### src/rtl/vga_pkg.sv
// Shared VGA timing types, the stock 640x480 mode and sizing helpers.
package vga_pkg;

    typedef struct packed {
        int unsigned active;
        int unsigned fp;
        int unsigned sync;
        int unsigned bp;
    } vga_timing_t;

    typedef struct packed {
        vga_timing_t h;
        vga_timing_t v;
    } vga_mode_t;

    localparam vga_mode_t VGA_640x480 = '{
        h: '{active: 640, fp: 16, sync: 96, bp: 48},
        v: '{active: 480, fp: 10, sync: 2,  bp: 33}
    };

    function automatic int unsigned seg_total(vga_timing_t t);
        return t.active + t.fp + t.sync + t.bp;
    endfunction

    // Counter width that never collapses to zero bits for tiny ranges.
    function automatic int unsigned clog2_min1(int unsigned n);
        return (n > 1) ? $clog2(n) : 1;
    endfunction

endpackage

### src/rtl/vga_axis_counter.sv
// One raster axis: wraps over active/fp/sync/bp and flags the active and sync windows.
module vga_axis_counter
    import vga_pkg::*;
#(
    parameter vga_timing_t SEG   = VGA_640x480.h,
    localparam int unsigned TOTAL = seg_total(SEG),
    localparam int unsigned W     = clog2_min1(TOTAL)
) (
    input  logic         i_clk,
    input  logic         i_rst,
    input  logic         i_clr,
    input  logic         i_adv,
    output logic [W-1:0] o_cnt,
    output logic         o_active,
    output logic         o_sync,
    output logic         o_wrap
);

    logic [W-1:0] r_cnt;
    logic         w_last;

    assign w_last = (r_cnt == W'(TOTAL - 1));

    always_ff @(posedge i_clk or posedge i_rst) begin
        if (i_rst)
            r_cnt <= '0;
        else if (i_clr)
            r_cnt <= '0;
        else if (i_adv)
            r_cnt <= w_last ? '0 : r_cnt + 1'b1;
    end

    assign o_cnt    = r_cnt;
    assign o_active = (r_cnt < W'(SEG.active));
    assign o_sync   = (r_cnt >= W'(SEG.active + SEG.fp)) &&
                      (r_cnt <  W'(SEG.active + SEG.fp + SEG.sync));
    assign o_wrap   = i_adv & w_last;

endmodule

### src/rtl/vga_timing_gen.sv
// Parametrised VGA raster timing generator with pixel-tick divider and delay pipeline.
module vga_timing_gen
    import vga_pkg::*;
#(
    parameter int H_ACTIVE = 640,
    parameter int H_FP     = 16,
    parameter int H_SYNC   = 96,
    parameter int H_BP     = 48,
    parameter int V_ACTIVE = 480,
    parameter int V_FP     = 10,
    parameter int V_SYNC   = 2,
    parameter int V_BP     = 33,
    parameter bit HS_POL   = 1'b0,
    parameter bit VS_POL   = 1'b0,
    parameter int CLK_DIV  = 2,
    parameter int PIPE_DLY = 0,
    localparam int unsigned X_W = clog2_min1(H_ACTIVE),
    localparam int unsigned Y_W = clog2_min1(V_ACTIVE)
) (
    input  logic           i_clk,
    input  logic           i_rst,
    input  logic           i_en,
    output logic           o_pix_ce,
    output logic           o_h_sync,
    output logic           o_v_sync,
    output logic           o_blank_n,
    output logic [X_W-1:0] o_posx,
    output logic [Y_W-1:0] o_posy,
    output logic           o_line_start,
    output logic           o_frame_start
);

    if (H_ACTIVE < 1 || H_FP < 1 || H_SYNC < 1 || H_BP < 1 ||
        V_ACTIVE < 1 || V_FP < 1 || V_SYNC < 1 || V_BP < 1 ||
        CLK_DIV < 1 || PIPE_DLY < 0) begin : g_bad_param
        $error("vga_timing_gen: illegal timing parameters");
    end

    localparam vga_timing_t H_SEG = '{H_ACTIVE, H_FP, H_SYNC, H_BP};
    localparam vga_timing_t V_SEG = '{V_ACTIVE, V_FP, V_SYNC, V_BP};
    localparam int unsigned HW    = clog2_min1(seg_total(H_SEG));
    localparam int unsigned VW    = clog2_min1(seg_total(V_SEG));
    localparam int unsigned DIV_W = clog2_min1(CLK_DIV);

    typedef struct packed {
        logic           hs;
        logic           vs;
        logic           bn;
        logic           ls;
        logic           fs;
        logic [X_W-1:0] px;
        logic [Y_W-1:0] py;
    } stage_t;

    localparam stage_t STG_RST = '{hs: ~HS_POL, vs: ~VS_POL, bn: 1'b0, ls: 1'b0,
                                   fs: 1'b0, px: '0, py: '0};

    logic [DIV_W-1:0] r_div;
    logic             w_tick;
    logic [HW-1:0]    w_hcnt;
    logic [VW-1:0]    w_vcnt;
    logic             w_hact, w_vact, w_hsync, w_vsync, w_hwrap, w_vwrap, w_act;
    logic             w_unused_vwrap;
    stage_t           w_dec;
    stage_t           r_pipe [PIPE_DLY:0];

    assign w_tick   = i_en & (r_div == DIV_W'(CLK_DIV - 1));
    assign o_pix_ce = w_tick & ~i_rst;

    always_ff @(posedge i_clk or posedge i_rst) begin
        if (i_rst)
            r_div <= '0;
        else if (!i_en || w_tick)
            r_div <= '0;
        else
            r_div <= r_div + 1'b1;
    end

    vga_axis_counter #(.SEG(H_SEG)) u_hcnt (
        .i_clk(i_clk), .i_rst(i_rst), .i_clr(~i_en), .i_adv(w_tick),
        .o_cnt(w_hcnt), .o_active(w_hact), .o_sync(w_hsync), .o_wrap(w_hwrap)
    );

    vga_axis_counter #(.SEG(V_SEG)) u_vcnt (
        .i_clk(i_clk), .i_rst(i_rst), .i_clr(~i_en), .i_adv(w_hwrap),
        .o_cnt(w_vcnt), .o_active(w_vact), .o_sync(w_vsync), .o_wrap(w_vwrap)
    );

    // Frame wrap needs no action: the V counter already returns to 0 on its own.
    assign w_unused_vwrap = w_vwrap;
    assign w_act          = w_hact & w_vact;

    always_comb begin
        w_dec    = STG_RST;
        w_dec.hs = w_hsync ? HS_POL : ~HS_POL;
        w_dec.vs = w_vsync ? VS_POL : ~VS_POL;
        w_dec.bn = w_act;
        w_dec.px = w_act ? X_W'(w_hcnt) : '0;
        w_dec.py = w_act ? Y_W'(w_vcnt) : '0;
        w_dec.ls = w_act && (w_hcnt == '0);
        w_dec.fs = w_act && (w_hcnt == '0) && (w_vcnt == '0);
    end

    // Dropping en flushes every stage, so a restart never shows a truncated sync.
    always_ff @(posedge i_clk or posedge i_rst) begin
        if (i_rst) begin
            for (int i = 0; i <= PIPE_DLY; i++) r_pipe[i] <= STG_RST;
        end else if (!i_en) begin
            for (int i = 0; i <= PIPE_DLY; i++) r_pipe[i] <= STG_RST;
        end else if (w_tick) begin
            r_pipe[0] <= w_dec;
            for (int i = 1; i <= PIPE_DLY; i++) r_pipe[i] <= r_pipe[i-1];
        end
    end

    assign o_h_sync      = r_pipe[PIPE_DLY].hs;
    assign o_v_sync      = r_pipe[PIPE_DLY].vs;
    assign o_blank_n     = r_pipe[PIPE_DLY].bn;
    assign o_posx        = r_pipe[PIPE_DLY].px;
    assign o_posy        = r_pipe[PIPE_DLY].py;
    assign o_line_start  = r_pipe[PIPE_DLY].ls;
    assign o_frame_start = r_pipe[PIPE_DLY].fs;

endmodule

### config.mk
export PLATFORM = sky130hd
export DESIGN_NAME = vga_timing_gen
export DESIGN_NICKNAME = d
export VERILOG_FILES = /design/src/rtl/vga_pkg.sv /design/src/rtl/vga_axis_counter.sv /design/src/rtl/vga_timing_gen.sv
export SDC_FILE = /design/constraint.sdc
export NUM_CORES = 1
export LEC_CHECK = 0
export CORE_ASPECT_RATIO = 1.5
export CORE_MARGIN = 4
export CORE_UTILIZATION = 43
export DETAILED_ROUTE_END_ITERATION = 8
export HOLD_SLACK_MARGIN = 0.08
export PLACE_DENSITY_LB_ADDON = 0.25
export SKIP_LAST_GASP = 1
export SLEW_MARGIN = 20
export SYNTH_ARGS = -nofsm -noshare
export SYNTH_HDL_FRONTEND = slang
export SYNTH_SLANG_ARGS = --single-unit
export TNS_END_PERCENT = 50
### constraint.sdc
create_clock -name i_clk -period 2.82 [get_ports i_clk]
set_input_delay 0.846 -clock i_clk [delete_from_list [all_inputs] [get_ports i_clk]]
set_output_delay 0.846 -clock i_clk [all_outputs]
set_load 0.01 [all_outputs]
==> results.ini <==
[clock_tree]
clk_pin_slew_ns = 0.09
h-tree-depth = 2
cts_buffers = 5
postCtsSetupBuffers = 0
cts_root_buf = clkbuf_8
clkLatencyLatePin_ns = 0.30
cts_tree = built
clk_path_buf_depth = 2
cts_sinks = 45

[die]
core-area_um2 = 4887
num_rows = 31
chipHeight_um = 95.47
die_area_um2 = 6331
io_pins = 28
start_util_pct = 44.88
die_w_um = 66.32

[power_and_ir_drop]
leakagePower_nw = 1.099
powerDensity_nw_per_um2 = 432.7
ir_worst_vdd_uv = 278.3

[setup_path]
critical_path_class = in2out
start_kind = input pin
r2r-end = u_vcnt.o_cnt[5]$_DFFE_PP0P_
cp.arrival_ns = 1.74
r2r_slack_ns = 0.60
end_kind = output port
endpoint = o_pix_ce
crit_start = i_en
cp.depth = 4
crit_slowest_cell = clkdlybuf4s50_1
path_max_fanout = 2
critical_path_required_ns = 1.97
r2r_cells = 6
rr_startpoint = u_vcnt.o_cnt[1]$_DFFE_PP0P_
cp_num_buf_inv = 2
crit_chain = clkdlybuf4s50_1 > nand2_1 > nor2_1 > dlygate4sd2_1
cp_top_family = buffers and inverters
crit_path_max_incr_delay_ns = 0.48

[place]
gp_congestion = 0.8643
post-dp-hpwl_mm = 3.555
numPortBuffers = 27
post-place-cells = 290
place_ws_ns = -0.05462

[timing]
worst_slew_pin_slew_ns = 0.6346
skew_ns = 0.007155
post-route-period-util_pct = 91.88
max_freq_mhz = 386.0
fin_crit_ns = 2.591
setup-violations-final = 0
maxSlewHeadroom_pct = 57.43
rsz0062_at_grt = no
setup_ws_ns = 0.2291
hold_violations = 0
maxSlewViolCount = 0

[logic_synthesis]
avgSynthCellArea_um2 = 10.75
synth_ff_type = dfrtp_1
synth_cells = 204
async_flop_share_pct = 100.0
syn_area_um2 = 2193
syn_nets = 211
yosysSeqAreaShare_pct = 51.45
synth-edff-count = 0
ys_warn_count = 0
yosys_register_bits = 45
synth_cell_types = 46

[detailed_routing]
postRouteAntennaNets = 0
drc = 0
vias = 1738
via_per_inst = 5.832
dr.first_iter.drc_count = 143
wl_per_cell_um = 17.12
dr.pass1.iters = 4
wl_mm = 5.101

[global_route]
grt_max_degree = 21
grt.overflow.total = 0
grt_pass1_vias = 1794
grtUsageTotal_pct = 17.52
grt_antenna_before_repair = 0
grt_pass1_wl_mm = 8.583

[cells_and_area]
multiInputGateArea_um2 = 964.7
regArea_um2 = 1129
syn_to_final_growth_pct = 19.57
drive_gt1_share_pct = 10.34
utilization_pct = 53.66
final_cells = 298
final_common_cell = dfrtp_1
layout_common_cells = 43 x dfrtp_1, 26 x clkdlybuf4s50_1, 22 x a22o_1, 16 x nand2_1, 11 x a21oi_1
diodes = 0
finalNetCount = 238
n_fill_cell = 461

[min_path]
hold_class = reg2reg

[job]
maxCapViolations = 0

[outcome]
outcome = completed

where the power goes:
| part | switching [mW] | internal, mW | total (mW) | leakage, nW |
|---|---|---|---|---|
| logic | 0.0473 | 0.0294 | 0.0768 | 0.445 |
| registers | 0.00819 | 0.653 | 0.661 | 0.617 |
| clock network | 0.222 | 0.175 | 0.397 | 0.0374 |
| total | 0.278 | 0.857 | 1.13 | 1.10 |
stage by stage:
| stage | total power [mW] | instance area [um^2] | setup TNS [ns] | hold WS, ns |
|---|---|---|---|---|
| 6_report | 1.135 | 2623 | 0 | 0.4820 |
| 5_1_grt | 1.183 | 2623 | 0 | 0.5151 |
| 4_1_cts | 1.149 | 2623 | 0 | 0.4859 |
| 3_5_place_dp | 0.7527 | 2536 | -0.05462 | 0.4653 |
| 3_3_place_gp | 0.7520 | 2536 | -0.03362 | 0.4588 |
| 2_1_floorplan | 0.7135 | 2193 | 0 | 0.5059 |
cells in the mapped netlist (2+ instances only):
library cell | n | share of area (%)
and4_1 | 2 | 0.80
and2_1 | 2 | 0.57
inv_1 | 6 | 1.0
a211oi_1 | 2 | 0.68
nor4_1 | 2 | 0.57
nor4b_1 | 3 | 1.2
nand2b_1 | 5 | 1.4
nand4_1 | 6 | 1.7
buf_6 | 2 | 1.0
a31oi_1 | 6 | 1.7
dfstp_2 | 2 | 2.4
nand2_1 | 16 | 2.7
nor2_1 | 8 | 1.4
nor3_1 | 2 | 0.46
ha_1 | 4 | 2.3
a22o_1 | 22 | 8.8
clkinv_1 | 2 | 0.34
xor2_1 | 3 | 1.2
dfrtp_1 | 43 | 49
a311oi_1 | 2 | 0.80
o32ai_1 | 2 | 0.80
nand3_1 | 8 | 1.8
clkbuf_1 | 9 | 1.5
a21o_1 | 2 | 0.68
nand3b_1 | 2 | 0.68
buf_2 | 4 | 0.91
and3_1 | 4 | 1.1
a21oi_1 | 11 | 2.5
o21ai_0 | 5 | 1.1
per-layer routing:
layer  up-vias  part of all wire, %  global-route usage [%]
met5         -                    0                       0
met4         0                  1.9                   6.441
met3         9                  4.2                   3.538
met2        60                   51                   30.16
met1       847                   42                   21.37
li1        822                    -                       -
repair_timing:
item                                    CTS  global route
hold buffers                              0             0
resized for setup                         1             0
endpoints found under the hold margin     0             0
endpoints found under the setup margin    1             0
cell families (layout without fill, tap and decap cells):
logic type	after synthesis	count (layout)	synth area share, %
muxes	1	1	0.5134
AOI/OAI and AO/OA	60	60	20.59
DFF	45	45	51.45
and+or+nand+nor	67	67	18.71
adders and majority gates	4	4	2.282
buffers and inverters	23	51	4.849
xor gates and xnor gates	4	4	1.598
cell type report:
class                      instances  share of cell area [%]
clock buffer                       6                   2.767
multi-input combinational        136                   36.78
clock inverter                     2                  0.5725
inverter                           8                   1.145
tap                               66                   3.149
sequential                        45                   43.03
timing repair buffer              35                   12.55
worst register-to-register path: stages (launching register included):
cell	delay, ns
dfrtp_1	0.46
inv_1	0.09
ha_1	0.16
nor4b_1	0.46
nand3_1	0.48
a211oi_1	0.37
a211oi_1	0.08
worst min path at each step:
stage                        startpoint                  endpoint  cells after the start
2_1_floorplan      o_h_sync$_DFFE_PP1P_      o_h_sync$_DFFE_PP1P_                      2
3_3_place_gp      o_blank_n$_DFFE_PP0P_     o_blank_n$_DFFE_PP0P_                      1
3_5_place_dp      o_blank_n$_DFFE_PP0P_     o_blank_n$_DFFE_PP0P_                      1
4_1_cts           o_blank_n$_DFFE_PP0P_     o_blank_n$_DFFE_PP0P_                      1
5_1_grt        o_line_start$_DFFE_PP0P_  o_line_start$_DFFE_PP0P_                      1
6_report          o_blank_n$_DFFE_PP0P_     o_blank_n$_DFFE_PP0P_                      1
flip-flops by register name (all words and copies together), names as in the netlist:
register,flops
o_frame_start,1
o_blank_n,1
r_div,1
o_posx,10
u_hcnt.o_cnt,10
u_vcnt.o_cnt,10
o_posy,9
o_v_sync,1
o_line_start,1
o_h_sync,1
Note: power is estimated with default switching activity, not from simulation.
